===== config.mk =====
export PLATFORM = sky130hd
export DESIGN_NAME = i2c_bus_monitor
export DESIGN_NICKNAME = d
export VERILOG_FILES = /design/src/rtl/i2c_pkg.sv /design/src/rtl/i2c_line_filter.sv /design/src/rtl/i2c_bus_monitor.sv
export SDC_FILE = /design/constraint.sdc
export NUM_CORES = 1
export LEC_CHECK = 0
export CAP_MARGIN = 0
export CORE_MARGIN = 5
export CORE_UTILIZATION = 40
export CTS_BUF_LIST = sky130_fd_sc_hd__clkbuf_8
export DETAILED_ROUTE_END_ITERATION = 12
export GPL_TIMING_DRIVEN = 0
export SKIP_LAST_GASP = 1
export SLEW_MARGIN = 30
export SYNTH_ARGS = -nofsm -noshare
export SYNTH_HDL_FRONTEND = slang
export SYNTH_HIERARCHICAL = 1
export SYNTH_SLANG_ARGS = --single-unit

===== constraint.sdc =====
create_clock -name FPGA_clk -period 1.53 [get_ports FPGA_clk]
set_input_delay 0.153 -clock FPGA_clk [delete_from_list [all_inputs] [get_ports FPGA_clk]]
set_output_delay 0.153 -clock FPGA_clk [all_outputs]
set_load 0.005 [all_outputs]

===== src/rtl/i2c_pkg.sv =====
// Shared types and parameter defaults for the I2C slave front end.
package i2c_pkg;

    typedef enum logic [1:0] {
        BUS_IDLE = 2'd0,
        BUS_ADDR = 2'd1,
        BUS_XFER = 2'd2
    } bus_state_t;

    localparam int SYNC_STAGES_DEF   = 2;
    localparam int GLITCH_CYCLES_DEF = 2;

endpackage


===== src/rtl/i2c_line_filter.sv =====
// Synchroniser plus glitch filter for one raw I2C pad line.
// A level change is accepted only after it has persisted for
// GLITCH_CYCLES+1 consecutive cycles at the synchroniser output.
module i2c_line_filter
    import i2c_pkg::*;
#(
    parameter int SYNC_STAGES   = SYNC_STAGES_DEF,
    parameter int GLITCH_CYCLES = GLITCH_CYCLES_DEF
) (
    input  logic clk,
    input  logic rst,
    input  logic raw,
    output logic filtered
);

    localparam int CNT_W = $clog2(GLITCH_CYCLES + 2);
    localparam logic [CNT_W-1:0] CNT_MAX = CNT_W'(GLITCH_CYCLES);

    logic [SYNC_STAGES-1:0] sync_q;
    logic [CNT_W-1:0]       cnt;
    logic                   synced;

    assign synced = sync_q[SYNC_STAGES-1];

    // Shift the raw pad level through the synchroniser chain (idle-high bus).
    always_ff @(posedge clk or posedge rst) begin
        if (rst) begin
            sync_q <= '1;
        end else begin
            sync_q <= {sync_q[SYNC_STAGES-2:0], raw};
        end
    end

    // Count consecutive mismatch cycles and adopt the new level once it has lasted long enough.
    always_ff @(posedge clk or posedge rst) begin
        if (rst) begin
            filtered <= 1'b1;
            cnt      <= '0;
        end else if (synced == filtered) begin
            cnt <= '0;
        end else if (cnt == CNT_MAX) begin
            filtered <= synced;
            cnt      <= '0;
        end else begin
            cnt <= cnt + CNT_W'(1);
        end
    end

endmodule


===== src/rtl/i2c_bus_monitor.sv =====
// I2C bus framing monitor: filters SCL/SDA, detects START, repeated START
// and STOP, and gates the address phase for the downstream address decoder.
module i2c_bus_monitor
    import i2c_pkg::*;
#(
    parameter int SYNC_STAGES   = SYNC_STAGES_DEF,
    parameter int GLITCH_CYCLES = GLITCH_CYCLES_DEF
) (
    input  logic FPGA_clk,
    input  logic rst,
    input  logic SCL_in,
    input  logic SDA_in,
    input  logic decoder_done,
    output logic SCL,
    output logic SCL_prev,
    output logic SDA,
    output logic start_det,
    output logic rep_start,
    output logic stop_det,
    output logic addr_rst,
    output logic addr_enable,
    output logic bus_busy
);

    bus_state_t state;
    bus_state_t next_state;
    logic       sda_prev;
    logic       start_cond;
    logic       stop_cond;
    logic       start_nxt;
    logic       rep_nxt;
    logic       stop_nxt;
    logic       addr_rst_nxt;

    i2c_line_filter #(
        .SYNC_STAGES  (SYNC_STAGES),
        .GLITCH_CYCLES(GLITCH_CYCLES)
    ) u_scl_filter (
        .clk     (FPGA_clk),
        .rst     (rst),
        .raw     (SCL_in),
        .filtered(SCL)
    );

    i2c_line_filter #(
        .SYNC_STAGES  (SYNC_STAGES),
        .GLITCH_CYCLES(GLITCH_CYCLES)
    ) u_sda_filter (
        .clk     (FPGA_clk),
        .rst     (rst),
        .raw     (SDA_in),
        .filtered(SDA)
    );

    // Requiring SCL high on both sides of the SDA edge means a cycle where
    // SCL and SDA move together never qualifies as START or STOP.
    assign start_cond = SCL && SCL_prev && sda_prev && !SDA;
    assign stop_cond  = SCL && SCL_prev && !sda_prev && SDA;

    // One-cycle history of the filtered lines for edge detection.
    always_ff @(posedge FPGA_clk or posedge rst) begin
        if (rst) begin
            SCL_prev <= 1'b1;
            sda_prev <= 1'b1;
        end else begin
            SCL_prev <= SCL;
            sda_prev <= SDA;
        end
    end

    // State register together with the registered condition pulses.
    always_ff @(posedge FPGA_clk or posedge rst) begin
        if (rst) begin
            state     <= BUS_IDLE;
            start_det <= 1'b0;
            rep_start <= 1'b0;
            stop_det  <= 1'b0;
            addr_rst  <= 1'b0;
        end else begin
            state     <= next_state;
            start_det <= start_nxt;
            rep_start <= rep_nxt;
            stop_det  <= stop_nxt;
            addr_rst  <= addr_rst_nxt;
        end
    end

    // Next-state and pulse decode; STOP outranks START, which outranks decoder_done.
    always_comb begin
        next_state   = state;
        start_nxt    = 1'b0;
        rep_nxt      = 1'b0;
        stop_nxt     = 1'b0;
        addr_rst_nxt = 1'b0;
        case (state)
            BUS_IDLE: begin
                if (stop_cond) begin
                    stop_nxt = 1'b1;
                end else if (start_cond) begin
                    start_nxt    = 1'b1;
                    addr_rst_nxt = 1'b1;
                    next_state   = BUS_ADDR;
                end
            end
            BUS_ADDR, BUS_XFER: begin
                if (stop_cond) begin
                    stop_nxt   = 1'b1;
                    next_state = BUS_IDLE;
                end else if (start_cond) begin
                    rep_nxt      = 1'b1;
                    addr_rst_nxt = 1'b1;
                    next_state   = BUS_ADDR;
                end else if (state == BUS_ADDR && decoder_done) begin
                    next_state = BUS_XFER;
                end
            end
            default: begin
                next_state = BUS_IDLE;
            end
        endcase
    end

    // State-derived outputs; the address phase stays closed while the decoder is being reset.
    always_comb begin
        addr_enable = (state == BUS_ADDR) && !addr_rst;
        bus_busy    = (state != BUS_IDLE);
    end

endmodule

==> reports/results.txt <==
Status - finished, final reports clean
Crit path to - state[1]
Post-synth EDFFs - 0
Seq cells post-synth - 18
Layout fillers - 169
Rows - 16
Final min period - 1.45 ns
Int Pwr - 1.35 mW
WS Path Type - register to register
Mapped Cells - 59
Grt total ovfl - 0
I/O pins - 14
Synth top area cells - dfrtp_1, dfstp_2, ha_1
Clock skew - 0.00111 ns
Area of the die - 0.00295 sq mm
Slew @ Worst Pin - 0.296 ns
Clock Sinks - 18
CP cell instances - buf_4, buf_4, ha_4, or2_2, a31oi_1, o22ai_1
WL/cell - 11.0 um
Sequential power share - 40.6%
Final Hold Fails - 0
I/O Buffers - 13
DP Cell Count - 99
DR top layer - met3
Pin count of the biggest net entering global routing - 11
Wl on met1 - 533 um
Post-synth top cells - dfrtp_1, dfstp_2, inv_1
Ys Warns - 6
Number of global-route vias before repair - 515
Clock-pin slew of the registers on the worst-case setup and hold paths - 0.06 ns
CTS tree - yes
Die Width - 54.3 um
Post-route DRC - 0
Starting Density - 40.9%
Antenna violations before repair - 0
Avg Synthesized Cell Area - 13.3 sq um
Yosys cell types - 24
Total GRT Usage - 10.2%
Die height - 54.3 um
Core Area - 0.00192 sq mm
DR vias/cell - 4.51
Reg2Reg Capture Point - state[1]
Slew Viols, Final - 0
Peak Freq - 688 MHz
Net Count, Synth - 68
Initial DRC count - 5
Antenna Nets Post-Route - 0
CP max stage delay - 0.37 ns
Clock power frac - 19.4%
Relative slew slack - 80.3%
Max clock buf depth - 2
Top cell type's share of synthesized area - 31.8%
Worst VDD drop - 1.26 mV
GPL Wtd Cong - 0.901
CP most frequent cell - buf_4
First-pass GRT wire length - 2.13 mm
Crit path max fanout - 5
Critical Path Source - state[0]
Async S/R FF share, synth - 100%
Main synth FF type - dfrtp_1
Comb power frac - 40.0%
Num CTS Buffers - 3
Setup Viol. Count Final - 0
CP Data Arrival Time - 1.57 ns
Reg2reg setup slack - 0.08 ns
Sw power - 0.545 mW
Max-cap violations - 0
Share of cells above drive strength 1 - 39.3%
Crit path max-delay cell type - dfrtp_1
Synth area leader - dfrtp_1
Switching Share - 28.8%
DRT Pass-1 Iters - 3
Fin nets - 94
Syn Std Cell Area - 786 sq um
Count leader, synth - dfrtp_1
Detailed Place HPWL - 903 um
H-tree Lvls - 1
CP Capture Type - register
Total wire length - 1.23 mm
Area Overhead vs Synth - 36.9%
PwrDens - 1760 mW/mm^2
Unrepaired setup endpoints after global routing - false
Reg2reg path depth - 6
Worst path required time - 1.65 ns
Setup_tns - 0 ns
Root buf cell - clkbuf_8
Final cell count without fillers - 111
Post-synthesis sequential area ratio - 58.6%
P_leak - 0.505 nW
Tcrit/Tclk final - 95.0%
RR Startpoint - state[0]
Routed wl met2 - 594 um
Vias - 501
Detail Route met3 WL - 98 um
Clk Latency, worst-skew pair - 0.24 ns
Hold crit path type - input port to async pin
Startpoint types - register
Diode count - 0
==> worst min path at each step <==
| stage | from | endpoint | slack (ns) | depth (start not counted) |
|---|---|---|---|---|
| after detailed placement | u_scl_filter/sync_q[0] | u_scl_filter/sync_q[1] | 0.35 | 0 |
| after CTS | rst | u_sda_filter/cnt[0] | 0.16 | 2 |
| after global routing | rst | u_sda_filter/cnt[0] | 0.19 | 2 |
| after floorplan | rst | u_scl_filter/cnt[0] | -0.07 | 1 |
| after global placement | u_scl_filter/sync_q[0] | u_scl_filter/sync_q[1] | 0.35 | 0 |
| final | rst | u_sda_filter/cnt[1] | 0.16 | 2 |
==> stage by stage <==
| stage | hold WS (ns) | setup slack (ns) | power (mW) | cell area, sq um | utilization [%] |
|---|---|---|---|---|---|
| 4_1_cts | 0.164 | -0.0472 | 1.86 | 1050 | 54.9 |
| 6_report | 0.161 | 0.0765 | 1.89 | 1080 | 56.0 |
| 3_5_place_dp | 0.347 | 0.0496 | 1.42 | 950 | 49.4 |
| 2_1_floorplan | -0.0707 | 0.284 | 1.17 | 786 | - |
| 5_1_grt | 0.193 | 0.0106 | 2.04 | 1080 | 56.0 |
| 3_3_place_gp | 0.346 | 0.0563 | 1.40 | 950 | 49.4 |
==> placed cells by master (no fill, tap or decap), types with 2 or more instances in the layout <==
| master | count |
|---|---|
| nor3b_1 | 3 |
| nor3_1 | 2 |
| buf_4 | 8 |
| mux2_4 | 2 |
| nor2_1 | 3 |
| nand2b_1 | 2 |
| nor2b_4 | 2 |
| clkbuf_8 | 4 |
| dfstp_2 | 8 |
| nand4_1 | 2 |
| ha_1 | 2 |
| xnor2_1 | 2 |
| dfrtp_1 | 10 |
| nand2_1 | 2 |
| inv_1 | 5 |
| clkdlybuf4s50_1 | 10 |
==> registers in the layout, indices dropped and copies added, names as in the netlist <==
register / count
SCL_prev: 1
addr_rst: 1
rep_start: 1
sda_prev: 1
start_det: 1
state: 2
stop_det: 1
u_scl_filter/cnt: 2
u_scl_filter/filtered: 1
u_scl_filter/sync_q: 2
u_sda_filter/cnt: 2
u_sda_filter/filtered: 1
u_sda_filter/sync_q: 2
==> layout make-up <==
class | count | area [sq um] | area share [%]
timing repair buffer | 21 | 186 | 17.3
inverter | 6 | 22.5 | 2.09
clock buffer | 4 | 55.1 | 5.12
sequential | 18 | 460 | 42.8
multi-input combinational | 35 | 318 | 29.5
tap | 27 | 33.8 | 3.14
==> worst max-delay path, delay by kind of cell, from the launching register on <==
kind,cells,cell delay (ns)
flip-flops,1,0.37
AO/OA/AOI/OAI,2,0.25
adder cells (fa/ha/maj),1,0.16
buffers and inverters,2,0.26
AND/OR/NAND/NOR,1,0.28
==> what timing repair did <==
item | 4_1_cts | 5_1_grt
buffers inserted | 5 | 3
resized for setup | 6 | 3
hold buffers | 0 | 0
pin swaps | 0 | 0
setup endpoints to repair | 3 | 3
==> routing by layer <==
metal	vias to the layer above	track usage, %
li1	246	-
met1	239	11.0
met2	16	16.7
met3	0	6.27
met4	0	2.90
met5	-	0
==> cells by family after synthesis <==
group | after synthesis | share of synthesized area (%)
AND/OR/NAND/NOR | 23 | 22.0
flip-flops | 18 | 58.6
buffers and inverters | 6 | 2.87
AO/OA/AOI/OAI | 4 | 4.14
adder cells (fa/ha/maj) | 4 | 6.37
XOR/XNOR | 2 | 2.23
multiplexers | 2 | 3.82
==> power by group through the flow <==
| stage | combinational [mW] | sequential (mW) | clock, mW |
|---|---|---|---|
| after CTS | 0.691 | 0.791 | 0.382 |
| after floorplan | 0.363 | 0.808 | 0 |
| after global placement | 0.584 | 0.816 | 0 |
| after global routing | 0.829 | 0.794 | 0.415 |
| after detailed placement | 0.591 | 0.828 | 0 |
| final | 0.757 | 0.768 | 0.366 |
(Power assumes the default switching activity.)
==> patch (same flow settings) <==
The output `start_det` loses its register stage (`start_det` becomes a continuous assignment).
--- a/src/rtl/i2c_bus_monitor.sv
+++ b/src/rtl/i2c_bus_monitor.sv
@@ -72,18 +72,18 @@
     always_ff @(posedge FPGA_clk or posedge rst) begin
         if (rst) begin
             state     <= BUS_IDLE;
-            start_det <= 1'b0;
             rep_start <= 1'b0;
             stop_det  <= 1'b0;
             addr_rst  <= 1'b0;
         end else begin
             state     <= next_state;
-            start_det <= start_nxt;
             rep_start <= rep_nxt;
             stop_det  <= stop_nxt;
             addr_rst  <= addr_rst_nxt;
         end
     end
+
+    assign start_det = start_nxt;
 
     // Next-state and pulse decode; STOP outranks START, which outranks decoder_done.
     always_comb begin
Behaviour: not the same (Yosys sat finds a counterexample within 10 cycles, from zero or initial values and one cycle with rst high).
==> patch against the unedited design <==
Routed wire length increased by 6.8%; largest cell class unchanged; global-route usage increased by 0.17 points; cell count decreased by 1.8%; area after synthesis decreased by 2.4%; sequential cell count decreased by 1; setup slack got worse by 0.029 ns; non-clock buffer count increased by 1; final area decreased by 1.5%; total power decreased by 1.4%; clock skew about the same; critical path type is now register to primary output; maximum frequency decreased by 2.0%; critical path depth decreased by 5.
==> patch: results (changes against the unedited design) <==
metric,value,unit,change
status,completed,,
register area share after synthesis,56.8,%,-1.8 points
CP max-delay cell,dfstp_2,,
via count,508,,+1.4%
Hold WS,0.166,ns,+0.00528 ns
Worst setup endpoint,SDA,,
"slowest stage delay, CP",0.57,ns,+0.20 ns
clock-pin slew on the worst setup and hold paths,0.06,ns,about the same
Clock Tree Buf Depth,2,,unchanged
Final HPWL DP,897,um,-0.70%
Period minus WS final,1.48,ns,+0.0290 ns
Reg2Reg Depth,6,,unchanged
crit path launch,u_sda_filter/filtered,,
Final Skew,0.000622,ns,-0.000487 ns
initial drt markers,1,,-4
pin count of the biggest net entering global routing,10,,-1
initial antenna violation count,0,,unchanged
Worst Hold Class,input pin to async pin,,
reg2reg setup slack,0.15,ns,+0.07 ns
Root Driver,clkbuf_8,,
Placer Congestion,0.755,,-16%
syn_nets,67,,-1.5%
post-synthesis cell type count,25,,+4.2%
Reg-to-Reg End,state[1],,
Syn. warnings,6,,unchanged
GR Util All Layers,10.4,%,+0.17 points
prevailing post-synth register cell,dfrtp_1,,
leakage power total,0.000501,uW,-0.87%
htree depth,1,,unchanged
Port Buffers,13,,unchanged
Initial DRT Pass Iterations,2,,-1
Max IR drop VDD,1050,uV,-17%
final WL,1.31,mm,+6.8%
vias in the first global route,523,,+1.6%
Synth area leaders,"dfrtp_1 29%, dfstp_2 27%, ha_1 6.5%",,
critical path peak fanout,6,,+1
layout cell share with drive strength beyond 1,41.7,%,+2.4 points
# nets final,94,,unchanged
Slew @ Worst Pin,0.281,ns,-0.0150 ns
# diodes,0,,unchanged
CTS Buf Count,3,,unchanged
dpl ws,-0.0220,ns,-0.0716 ns
Critical R2R Launch,state[0],,
synth cell count leaders,"9 x dfrtp_1, 8 x dfstp_2, 6 x inv_1, 4 x ha_1, 4 x nor2_1",,
Post-synth ARST share,100,%,unchanged
first-pass GRT wire length,2.18,mm,+2.6%
Clock Latency Late Sink,0.24,ns,about the same
Synth top area share,29.4,%,-2.5 points
-- patch: routing by layer --
metal  part of all wire (%)  global-route usage [%]  vias up
met1                     43                    12.1      244
met5                      0                       0        -
met4                   0.61                    2.55        0
met3                    4.7                    4.16        2
met2                     51                    17.7       11
li1                       -                       -      251
-- patch: cell type report --
| cell class | instances | area, um^2 |
|---|---|---|
| fillers | 154 | 723 |
| flip-flops and latches | 17 | 435 |
| multi-input cells | 35 | 334 |
| repair buffers | 22 | 191 |
| clock buffers | 3 | 41.3 |
| well taps | 25 | 31.3 |
| inverters | 6 | 22.5 |
| clock inverters | 1 | 3.75 |
-- patch: logic make-up (layout without fill, tap and decap cells) --
kind of cell	after synthesis	count (layout)	synth area share, %
AO/OA/AOI/OAI	5	5	5.71
XOR/XNOR	2	2	2.28
adder cells (fa/ha/maj)	4	4	6.53
buffers and inverters	6	32	2.94
flip-flops	17	17	56.8
multiplexers	2	2	3.92
AND/OR/NAND/NOR	22	22	21.9
-- patch: timing repair --
action | CTS | global route
gates resized for setup | 10 | 3
cloned | 0 | 0
hold buffers | 0 | 0
buffers inserted | 6 | 3
setup endpoints to repair | 4 | 3
pin swaps | 1 | 0
endpoints found under the hold margin | 0 | 0
-- patch: through the flow --
step	util [%]	TNS [ns]	cells	instance area, um^2
floorplan	-	0	58	767
global placement	52.1	-0.0412	96	928
detailed placement	52.1	-0.0220	96	928
CTS	58.2	-0.0557	106	1040
global route	59.4	-0.00374	109	1060
finish	59.4	0	109	1060
-- patch: power by group --
group / switching [uW] / total, uW / internal [uW]
Combinational: 316 / 813 / 498
Sequential: 113 / 740 / 628
Clock: 133 / 310 / 177
